$ cat src/rtl/imem_loader_if.sv
// Request-side interface of the instruction-memory loader: a 32-bit word with its
// byte address goes in over valid/ready, and a completion pulse comes back with status.
// verify_err is present only when READBACK_VERIFY_EN is defined.
interface imem_loader_if;
  logic        wvalid;
  logic        wready;
  logic [31:0] waddr;
  logic [31:0] wdata;
  logic        done;
  logic        addr_err;
`ifdef READBACK_VERIFY_EN
  logic        verify_err;
`endif

  // Sender side: presents words and holds them until accepted.
  modport master (
    output wvalid, waddr, wdata,
    input  wready, done, addr_err
`ifdef READBACK_VERIFY_EN
    , input verify_err
`endif
  );

  // Loader side.
  modport slave (
    input  wvalid, waddr, wdata,
    output wready, done, addr_err
`ifdef READBACK_VERIFY_EN
    , output verify_err
`endif
  );
endinterface

$ cat src/rtl/imem_loader.sv
// imem_loader: turns each accepted 32-bit instruction word into four big-endian byte
// writes (bits [31:24] at the base address, [7:0] at base+3) on the memory's byte port.
// Misaligned or out-of-range bases are rejected with a Done+AddrErr pulse.
// Optional feature macro READBACK_VERIFY_EN: after the writes, the four bytes are read
// back through mem_rdata and compared; a mismatch is reported on verify_err with done.
module imem_loader #(
  parameter int MEM_DEPTH = 128
) (
  input  logic         clk,
  input  logic         rst,
  imem_loader_if.slave bus,
  output logic         mem_we,
  output logic [31:0]  mem_addr,
  output logic [7:0]   mem_wdata
`ifdef READBACK_VERIFY_EN
  , input  logic [7:0] mem_rdata
`endif
);

  localparam logic [31:0] LAST_BASE = 32'(MEM_DEPTH - 4);

`ifdef READBACK_VERIFY_EN
  typedef enum logic [3:0] {IDLE, WR0, WR1, WR2, WR3, VF0, VF1, VF2, VF3} state_t;
`else
  typedef enum logic [2:0] {IDLE, WR0, WR1, WR2, WR3} state_t;
`endif

  state_t      state, state_n;
  logic [31:0] base_q, base_n;
  logic [31:0] word_q, word_n;
  logic        we_n;
  logic [31:0] addr_n;
  logic [7:0]  wdata_n;
  logic        done_q, done_n;
  logic        aerr_q, aerr_n;
  logic        bad_addr;
`ifdef READBACK_VERIFY_EN
  logic        flag_q, flag_n;
  logic        verr_q, verr_n;
  logic        rd_bad;
`endif

  // Byte k of a word in big-endian order (k=0 is the most significant byte).
  function automatic logic [7:0] byte_sel(input logic [31:0] w, input logic [1:0] k);
    logic [7:0] b;
    unique case (k)
      2'd0: b = w[31:24];
      2'd1: b = w[23:16];
      2'd2: b = w[15:8];
      default: b = w[7:0];
    endcase
    return b;
  endfunction

  assign bus.wready   = (state == IDLE);
  assign bus.done     = done_q;
  assign bus.addr_err = aerr_q;
`ifdef READBACK_VERIFY_EN
  assign bus.verify_err = verr_q;
`endif

  assign bad_addr = (bus.waddr[1:0] != 2'b00) || (bus.waddr > LAST_BASE);

  // Next-state and next-output logic; memory outputs are computed one cycle ahead
  // so that they leave the loader straight from flops.
  always_comb begin
    // NOTE: every signal gets a default before the case so no path leaves one
    // unassigned, which would otherwise infer a latch.
    state_n = state;
    base_n  = base_q;
    word_n  = word_q;
    we_n    = 1'b0;
    addr_n  = mem_addr;
    wdata_n = mem_wdata;
    done_n  = 1'b0;
    aerr_n  = 1'b0;
`ifdef READBACK_VERIFY_EN
    flag_n  = flag_q;
    verr_n  = 1'b0;
    rd_bad  = (mem_rdata != byte_sel(word_q, mem_addr[1:0]));
`endif
    unique case (state)
      IDLE: begin
        if (bus.wvalid) begin
`ifdef READBACK_VERIFY_EN
          flag_n = 1'b0;
`endif
          if (bad_addr) begin
            done_n = 1'b1;
            aerr_n = 1'b1;
          end else begin
            state_n = WR0;
            base_n  = bus.waddr;
            word_n  = bus.wdata;
            we_n    = 1'b1;
            addr_n  = bus.waddr;
            wdata_n = bus.wdata[31:24];
          end
        end
      end
      WR0: begin
        state_n = WR1;
        we_n    = 1'b1;
        addr_n  = base_q + 32'd1;
        wdata_n = byte_sel(word_q, 2'd1);
      end
      WR1: begin
        state_n = WR2;
        we_n    = 1'b1;
        addr_n  = base_q + 32'd2;
        wdata_n = byte_sel(word_q, 2'd2);
      end
      WR2: begin
        state_n = WR3;
        we_n    = 1'b1;
        addr_n  = base_q + 32'd3;
        wdata_n = byte_sel(word_q, 2'd3);
      end
`ifdef READBACK_VERIFY_EN
      WR3: begin
        state_n = VF0;
        addr_n  = base_q;
      end
      VF0: begin
        state_n = VF1;
        flag_n  = flag_q | rd_bad;
        addr_n  = base_q + 32'd1;
      end
      VF1: begin
        state_n = VF2;
        flag_n  = flag_q | rd_bad;
        addr_n  = base_q + 32'd2;
      end
      VF2: begin
        state_n = VF3;
        flag_n  = flag_q | rd_bad;
        addr_n  = base_q + 32'd3;
      end
      VF3: begin
        state_n = IDLE;
        flag_n  = flag_q | rd_bad;
        done_n  = 1'b1;
        verr_n  = flag_q | rd_bad;
      end
`else
      WR3: begin
        state_n = IDLE;
        done_n  = 1'b1;
      end
`endif
      default: state_n = IDLE;
    endcase
  end

  // State register and registered outputs; reset drops any request in flight.
  always_ff @(posedge clk or posedge rst) begin
    if (rst) begin
      state     <= IDLE;
      base_q    <= '0;
      word_q    <= '0;
      mem_we    <= 1'b0;
      mem_addr  <= '0;
      mem_wdata <= '0;
      done_q    <= 1'b0;
      aerr_q    <= 1'b0;
`ifdef READBACK_VERIFY_EN
      flag_q    <= 1'b0;
      verr_q    <= 1'b0;
`endif
    end else begin
      // NOTE: non-blocking assignments so every flop samples pre-edge values.
      state     <= state_n;
      base_q    <= base_n;
      word_q    <= word_n;
      mem_we    <= we_n;
      mem_addr  <= addr_n;
      mem_wdata <= wdata_n;
      done_q    <= done_n;
      aerr_q    <= aerr_n;
`ifdef READBACK_VERIFY_EN
      flag_q    <= flag_n;
      verr_q    <= verr_n;
`endif
    end
  end

endmodule

$ cat src/flat_wrapper.sv
// flat-port wrapper written by rule: the top's interface ports become plain ports
module imem_loader_flat 
#(
  parameter int MEM_DEPTH = 128
)
  (clk, rst, mem_we, mem_addr, mem_wdata, bus_wvalid, bus_waddr, bus_wdata, bus_wready, bus_done, bus_addr_err);
  imem_loader_if bus_i ();
  input  logic clk;
  input  logic rst;
  output logic mem_we;
  output logic [31:0] mem_addr;
  output logic [7:0] mem_wdata;
  input wire logic [$bits(bus_i.wvalid)-1:0] bus_wvalid;
  input wire logic [$bits(bus_i.waddr)-1:0] bus_waddr;
  input wire logic [$bits(bus_i.wdata)-1:0] bus_wdata;
  output wire logic [$bits(bus_i.wready)-1:0] bus_wready;
  output wire logic [$bits(bus_i.done)-1:0] bus_done;
  output wire logic [$bits(bus_i.addr_err)-1:0] bus_addr_err;
  assign bus_i.wvalid = bus_wvalid;
  assign bus_i.waddr = bus_waddr;
  assign bus_i.wdata = bus_wdata;
  assign bus_wready = bus_i.wready;
  assign bus_done = bus_i.done;
  assign bus_addr_err = bus_i.addr_err;
  imem_loader #(.MEM_DEPTH(MEM_DEPTH)) u_core (.clk(clk), .rst(rst), .bus(bus_i), .mem_we(mem_we), .mem_addr(mem_addr), .mem_wdata(mem_wdata));
endmodule
$ cat config.mk
export PLATFORM = sky130hd
export DESIGN_NAME = imem_loader_flat
export DESIGN_NICKNAME = d
export VERILOG_FILES = /design/src/rtl/imem_loader_if.sv /design/src/rtl/imem_loader.sv /design/src/flat_wrapper.sv
export SDC_FILE = /design/constraint.sdc
export NUM_CORES = 1
export LEC_CHECK = 0
export CAP_MARGIN = 30
export CELL_PAD_IN_SITES_DETAIL_PLACEMENT = 0
export CELL_PAD_IN_SITES_GLOBAL_PLACEMENT = 2
export CORE_MARGIN = 4
export CORE_UTILIZATION = 35
export CTS_BUF_LIST = sky130_fd_sc_hd__clkbuf_2
export DETAILED_ROUTE_END_ITERATION = 12
export GPL_TIMING_DRIVEN = 0
export PLACE_DENSITY = 0.84
export SLEW_MARGIN = 20
export SYNTH_ARGS = -nofsm -noshare
export SYNTH_HDL_FRONTEND = slang
export SYNTH_SLANG_ARGS = --single-unit
$ cat constraint.sdc
create_clock -name clk -period 6.7 [get_ports clk]
set_input_delay 1.675 -clock clk [delete_from_list [all_inputs] [get_ports clk]]
set_output_delay 1.675 -clock clk [all_outputs]
set_load 0.02 [all_outputs]
==> impl_metrics.csv, run 1 <==
group,metric,value,unit
floorplanning,fp.dieH,130,µm
worst_setup_path,rr_startpoint,"u_core.state[0]",
sta,setup-tns-final,0,ns
drt,wl_per_cell,19.7,µm
place,place_congestion,0.902,
clocking,cts_resized,0,
worst_setup_path,crit_required,5.03,ns
floorplanning,die_x,130,µm
global_routing,grt_pass1_vias,4634,
drt,drt_iter0_drc,443,
run_status,status,"complete, no violations",
clocking,clk_pin_slew,0.28,ns
sta,hold_violations,0,
worst_setup_path,arrival,2.61,ns
yosys,synth-seq-area-share,0.492,
worst_setup_path,critPathKind,"flop to output pin",
worst_setup_path,worst_setup_path_end_kind,"output pin",
sta,finalSetupViolCount,0,
worst_setup_path,r2r_setup_slack,2.90,ns
yosys,syn-num-nets,579,
sta,timing.fmax,233,MHz
cells_and_area,fillers,1440,
drt,drtAntennaViolNets,0,
floorplanning,start_util,0.357,
place,dp_hpwl,11900,µm
yosys,synthFlopType,"dfrtp_1",
yosys,synth_area,0.00518,mm²
clocking,cts-root-buf,"clkbuf_2",
drt,firstDrtPassIters,5,
drt,wirelength,16200,µm
yosys,synth_edf_count,0,
sta,drv_slew,0,
worst_setup_path,rr_endpoint,"u_core.mem_addr[27]",
yosys,avgSynthCellArea,10.2,µm²
yosys,synthCells,509,
yosys,yosys-top-cells-area,"dfrtp_1 (49%), mux2_2 (4.1%), a21oi_1 (3.4%)",
global_routing,grt_pass1_wl,25300,µm
power_and_ir_drop,p_per_area,166,mW/mm²
floorplanning,dieArea,0.0168,mm²
cells_and_area,drive_gt1_frac,0.0928,
place,portBuffers,110,
global_routing,grt_max_degree,64,
floorplanning,core_area,0.0145,mm²
yosys,synth_top_area_frac,0.492,
cells_and_area,final_util,0.459,
worst_setup_path,startpoint_type,"flop",
yosys,synth_most_common_cell,"dfrtp_1",
run,drv_cap,0,
clocking,cts_buffers,9,
global_routing,grt_use_total,0.197,
sta,tightest_slew,0.901,ns
clocking,numClockSinks,102,
min_path,min-delay-start,"u_core.mem_addr[12]",
clocking,cts_tree,"yes",
clocking,cts_hold_buf,0,
clocking,clk_path_buf_depth,2,
clocking,worstSkewPairLatency,0.68,ns
yosys,ys_top_cells_by_count,"dfrtp_1 (102), nor2_1 (41), a21oi_1 (35)",
yosys,yosysUniqueCellTypes,63,
sta,skew,0.0495,ns
power_and_ir_drop,p_leak,2.95,nW
global_routing,overflow,0,
sta,rsz0062_at_grt,"no",
min_path,hold_class,"flop to flop",
drt,vias,4572,
floorplanning,fp-row-count,44,
sta,maxSlewHeadroom,0.398,
cells_and_area,syn_to_final_growth,28.6,%
drt,viasPerCell,5.56,
floorplanning,io_pins,111,
cells_and_area,multiInputGateArea,0.00241,mm²
sta,fin_crit,4.28,ns
yosys,yosys_warnings,0,
drt,drc,0,
power_and_ir_drop,vdd_ir_drop_max,0.105,mV
min_path,min_delay_path_depth,1,
worst_setup_path,critPathCapture,"bus_wready",
yosys,ys_seq_elements,102,
worst_setup_path,reg2reg_depth,10,
cells_and_area,fin_nets,701,
global_routing,antenna_found_initial,1,
yosys,async_flop_share,1.00,
worst_setup_path,worstPathMaxFanout,10,
yosys,yosys.area.top_type,"dfrtp_1",
sta,fin_crit_sh,0.640,
worst_setup_path,worstSetupStartpoint,"u_core.state[1]",
clocking,cts.htree.levels,3,
clocking,cts_setup_buffers,0,
cells_and_area,regArea,0.00255,mm²
==> state kept, by name (all words and copies together) (netlist names) <==
signal,cells
u_core.bus.addr_err,1
u_core.word_q,24
u_core.mem_we,1
u_core.base_q,32
u_core.mem_wdata,8
u_core.bus.done,1
u_core.mem_addr,32
u_core.state,3
==> worst min path at each step <==
stage / end / slack [ns]
3_3_place_gp: u_core.mem_addr[10] / 0.46
2_1_floorplan: u_core.word_q[22] / 0.46
4_1_cts: u_core.mem_addr[12] / 0.53
5_1_grt: u_core.mem_addr[18] / 0.54
6_report: u_core.mem_addr[12] / 0.53
3_5_place_dp: u_core.mem_addr[12] / 0.48
==> routing by layer <==
| metal | global-route usage | up-vias | routed length, µm |
|---|---|---|---|
| li1 | - | 2133 | - |
| met1 | 0.277 | 2278 | 7430 |
| met2 | 0.309 | 135 | 7660 |
| met3 | 0.0311 | 26 | 821 |
| met4 | 0.0709 | 0 | 281 |
| met5 | 0 | - | 0 |
==> power breakdown <==
group	leakage (nW)	total, mW	switching [mW]	internal [mW]
clock	0.0688	0.293	0.234	0.0589
combinational	1.51	0.176	0.0899	0.0858
sequential	1.37	0.639	0.00753	0.632
==> layout by cell type, fill, tap and decap left out, drive strengths merged, types with 3 or more instances in the layout <==
master         count
clkdlybuf4s50    110
dfrtp            102
nor2              42
a21oi             35
mux2              32
nor2b             28
clkbuf            25
nand2             22
inv               22
nor3              19
buf               19
o21ai             17
nand4             15
nor4              15
a31oi             13
o2bb2ai           10
nand3              9
mux2i              9
a221o              7
o221ai             6
nand2b             5
a211o              5
a21o               4
xnor2              4
o21a               4
or3                4
o22ai              4
diode              3
xor2               3
a22oi              3
and3               3
o41ai              3
o31ai              3
o311a              3
clkinv             3
==> final cells by class <==
class / count / area share
Clock buffer: 9 / 0.00676
Antenna cell: 3 / 0.00113
Sequential cell: 102 / 0.383
Clock inverter: 7 / 0.00919
Tap cell: 184 / 0.0345
Multi-Input combinational cell: 355 / 0.362
Buffer: 34 / 0.0235
Inverter: 18 / 0.0109
Timing Repair Buffer: 111 / 0.169
==> stage by stage <==
| step | hold slack [ns] | std cells | setup slack, ns | area [µm²] | total power [mW] |
|---|---|---|---|---|---|
| detailed placement | 0.475 | 804 | 2.04 | 6550 | 0.827 |
| floorplan | 0.457 | 509 | 2.35 | 5180 | 0.729 |
| CTS | 0.531 | 820 | 2.34 | 6650 | 1.12 |
| global route | 0.538 | 821 | 2.28 | 6660 | 1.16 |
| finish | 0.526 | 823 | 2.42 | 6670 | 1.11 |
| global placement | 0.463 | 803 | 0.758 | 6520 | 0.823 |
==> worst max-delay path, cell delays in order, from the launching register on <==
cell and delay, ns:
dfrtp_1 0.42, buf_2 0.18, buf_1 0.34, nor3_1 0.36
clkdlybuf4s50_1 0.66
==> kinds of logic (layout without fill, tap and decap cells) <==
kind of cell               Yosys count  in the layout  synth area share
and+or+nand+nor                    172            172             0.180
DFF                                102            102             0.492
AOI/OAI and AO/OA                  132            132             0.177
other                                0              3                 0
xor gates and xnor gates             7              7            0.0118
buffers and inverters               52            179            0.0432
muxes                               41             41            0.0869
adders and majority gates            3              3           0.00869
No activity file was read; power rests on OpenSTA's default activity.
==> run 2, diff against run 1 <==
Settings changed: CORE_UTILIZATION 35 to 30, PLACE_DENSITY 0.84 to 0.76.
Clock period 6.7 ns to 3.6 ns, I/O delays scaled along.
==> impl_metrics.csv, run 2 (synthesis results as in run 1) <==
group,metric,value,unit
sta,maxSlewHeadroom,0.367,
power_and_ir_drop,vdd_ir_drop_max,0.174,mV
global_routing,grt_use_total,0.177,
floorplanning,io_pins,111,
sta,hold_ws,0.520,ns
clocking,cts-root-buf,"clkbuf_2",
worst_setup_path,worstSetupStartpoint,"u_core.state[0]",
floorplanning,fp-row-count,47,
worst_setup_path,critical_path.max_stage_delay,0.53,ns
clocking,worstSkewPairLatency,0.63,ns
worst_setup_path,worst_setup_path_end_kind,"flop",
drt,wirelength,17100,µm
global_routing,grt_pass1_wl,27100,µm
sta,skew,0.0330,ns
drt,drtAntennaViolNets,0,
worst_setup_path,cp_slowest_cell,"dfrtp_1",
clocking,clk_path_buf_depth,2,
drt,wl_per_cell,19.9,µm
worst_setup_path,crit_chain,"nand2b_1 -> buf_2 -> nor2_1 -> inv_1 -> fa_1 -> nand3b_1 -> nor4_1 -> o22ai_1 -> o21a_1 -> a211o_1",
min_path,min_delay_path_depth,1,
sta,fin_crit_sh,0.938,
worst_setup_path,arrival,3.92,ns
cells_and_area,final_cell_mix,"clkdlybuf4s50_1 (110), dfrtp_1 (102), nor2_1 (41)",
floorplanning,fp.dieH,139,µm
sta,hold_violations,0,
min_path,min-delay-start,"u_core.mem_addr[10]",
power_and_ir_drop,p_per_area,321,mW/mm²
floorplanning,dieArea,0.0194,mm²
min_path,hold_class,"flop to flop",
worst_setup_path,startpoint_type,"flop",
drt,firstDrtPassIters,5,
clocking,numClockSinks,102,
place,place_congestion,0.831,
worst_setup_path,rr_startpoint,"u_core.state[0]",
place,dp_hpwl,12500,µm
worst_setup_path,critPathKind,"flop to flop",
cells_and_area,drive_gt1_frac,0.104,
sta,timing.fmax,296,MHz
drt,vias,4543,
global_routing,grt_pass1_vias,4659,
cells_and_area,regArea,0.00255,mm²
worst_setup_path,reg2reg_depth,10,
sta,finalSetupViolCount,0,
clocking,cts_tree,"yes",
place,dp.cells,840,
clocking,cts_hold_buf,0,
sta,drv_slew,0,
floorplanning,core_area,0.0168,mm²
cells_and_area,finalNonFillerCells,857,
floorplanning,die_x,139,µm
sta,rsz0062_at_grt,"no",
cells_and_area,fillers,1690,
place,portBuffers,110,
cells_and_area,syn_to_final_growth,30.6,%
global_routing,antenna_found_initial,1,
run,drv_cap,0,
drt,drc,0,
cells_and_area,reg_top3,"u_core.base_q: 32 flops, u_core.mem_addr: 32 flops, u_core.word_q: 24 flops",
worst_setup_path,cp_top_family,"simple AND/OR/NAND/NOR gates",
cells_and_area,final_common_cell,"clkdlybuf4s50_1",
worst_setup_path,path_depth,10,
drt,drt_iter0_drc,223,
worst_setup_path,worstPathMaxFanout,10,
worst_setup_path,cp.buffers_inverters,2,
sta,fin_crit,3.38,ns
clocking,clk_pin_slew,0.27,ns
global_routing,overflow,0,
floorplanning,start_util,0.309,
power_and_ir_drop,p_leak,2.97,nW
drt,viasPerCell,5.30,
run_status,status,"complete, no violations",
cells_and_area,fin_nets,701,
worst_setup_path,crit_required,4.14,ns
cells_and_area,multiInputGateArea,0.00243,mm²
clocking,cts_buffers,9,
global_routing,grt_max_degree,64,
sta,tightest_slew,0.948,ns
clocking,cts.htree.levels,3,
-- run 2: cell count changes in the layout (fill, tap and decap cells not counted), sizes merged --
cell and change:
clkbuf -1, clkinvlp +1, inv -3, diode -2
bufinv +2, buf +1
-- run 2: final cells by class --
type	instances	area share
plain buffers	32	0.0224
well taps	220	0.0407
inverters	18	0.0107
clock buffers	9	0.00665
clock inverters	7	0.0140
diodes	1	0.000370
flip-flops and latches	102	0.377
repair buffers	113	0.169
multi-input cells	355	0.359
-- run 2: worst paths after layout --
path | to | slack, ns
min in group asynchronous | u_core.mem_addr[1] | 0.58
max | u_core.mem_addr[26] | 0.22
max in group asynchronous | u_core.mem_addr[30] | 2.33
min | u_core.mem_addr[10] | 0.52
min reg2reg | u_core.mem_addr[10] | 0.52
max reg2reg | u_core.mem_addr[26] | 0.22
-- run 2: where the power goes --
group | switching [mW] | leakage (nW) | internal (mW)
sequential | 0.0141 | 1.37 | 1.18
clock | 0.421 | 0.0827 | 0.232
combinational | 0.169 | 1.51 | 0.160
total | 0.604 | 2.97 | 1.57
-- run 2: repair_timing --
item                       CTS  global route
setup endpoints to repair    8             9
gates resized for setup      3             3
cloned                       0             0
hold endpoints to repair     0             0
setup buffers                0             2
-- run 2: routing by layer --
layer | share of wire | track usage
met5 | 0 | 0
met4 | 0.024 | 0.0649
met3 | 0.048 | 0.0322
met2 | 0.48 | 0.288
met1 | 0.45 | 0.236
-- run 2: metrics by stage --
stage | power, mW | utilization | instance area (µm²) | setup TNS [ns] | worst slack (ns)
4_1_cts | 2.21 | 0.402 | 6740 | 0 | 0.0463
6_report | 2.17 | 0.404 | 6770 | 0 | 0.224
5_1_grt | 2.27 | 0.404 | 6770 | 0 | 0.0443
2_1_floorplan | 1.36 | - | 5180 | 0 | 0.0245
3_3_place_gp | 1.54 | 0.391 | 6560 | -174.73 | -1.69
3_5_place_dp | 1.54 | 0.393 | 6590 | -4.39 | -0.355
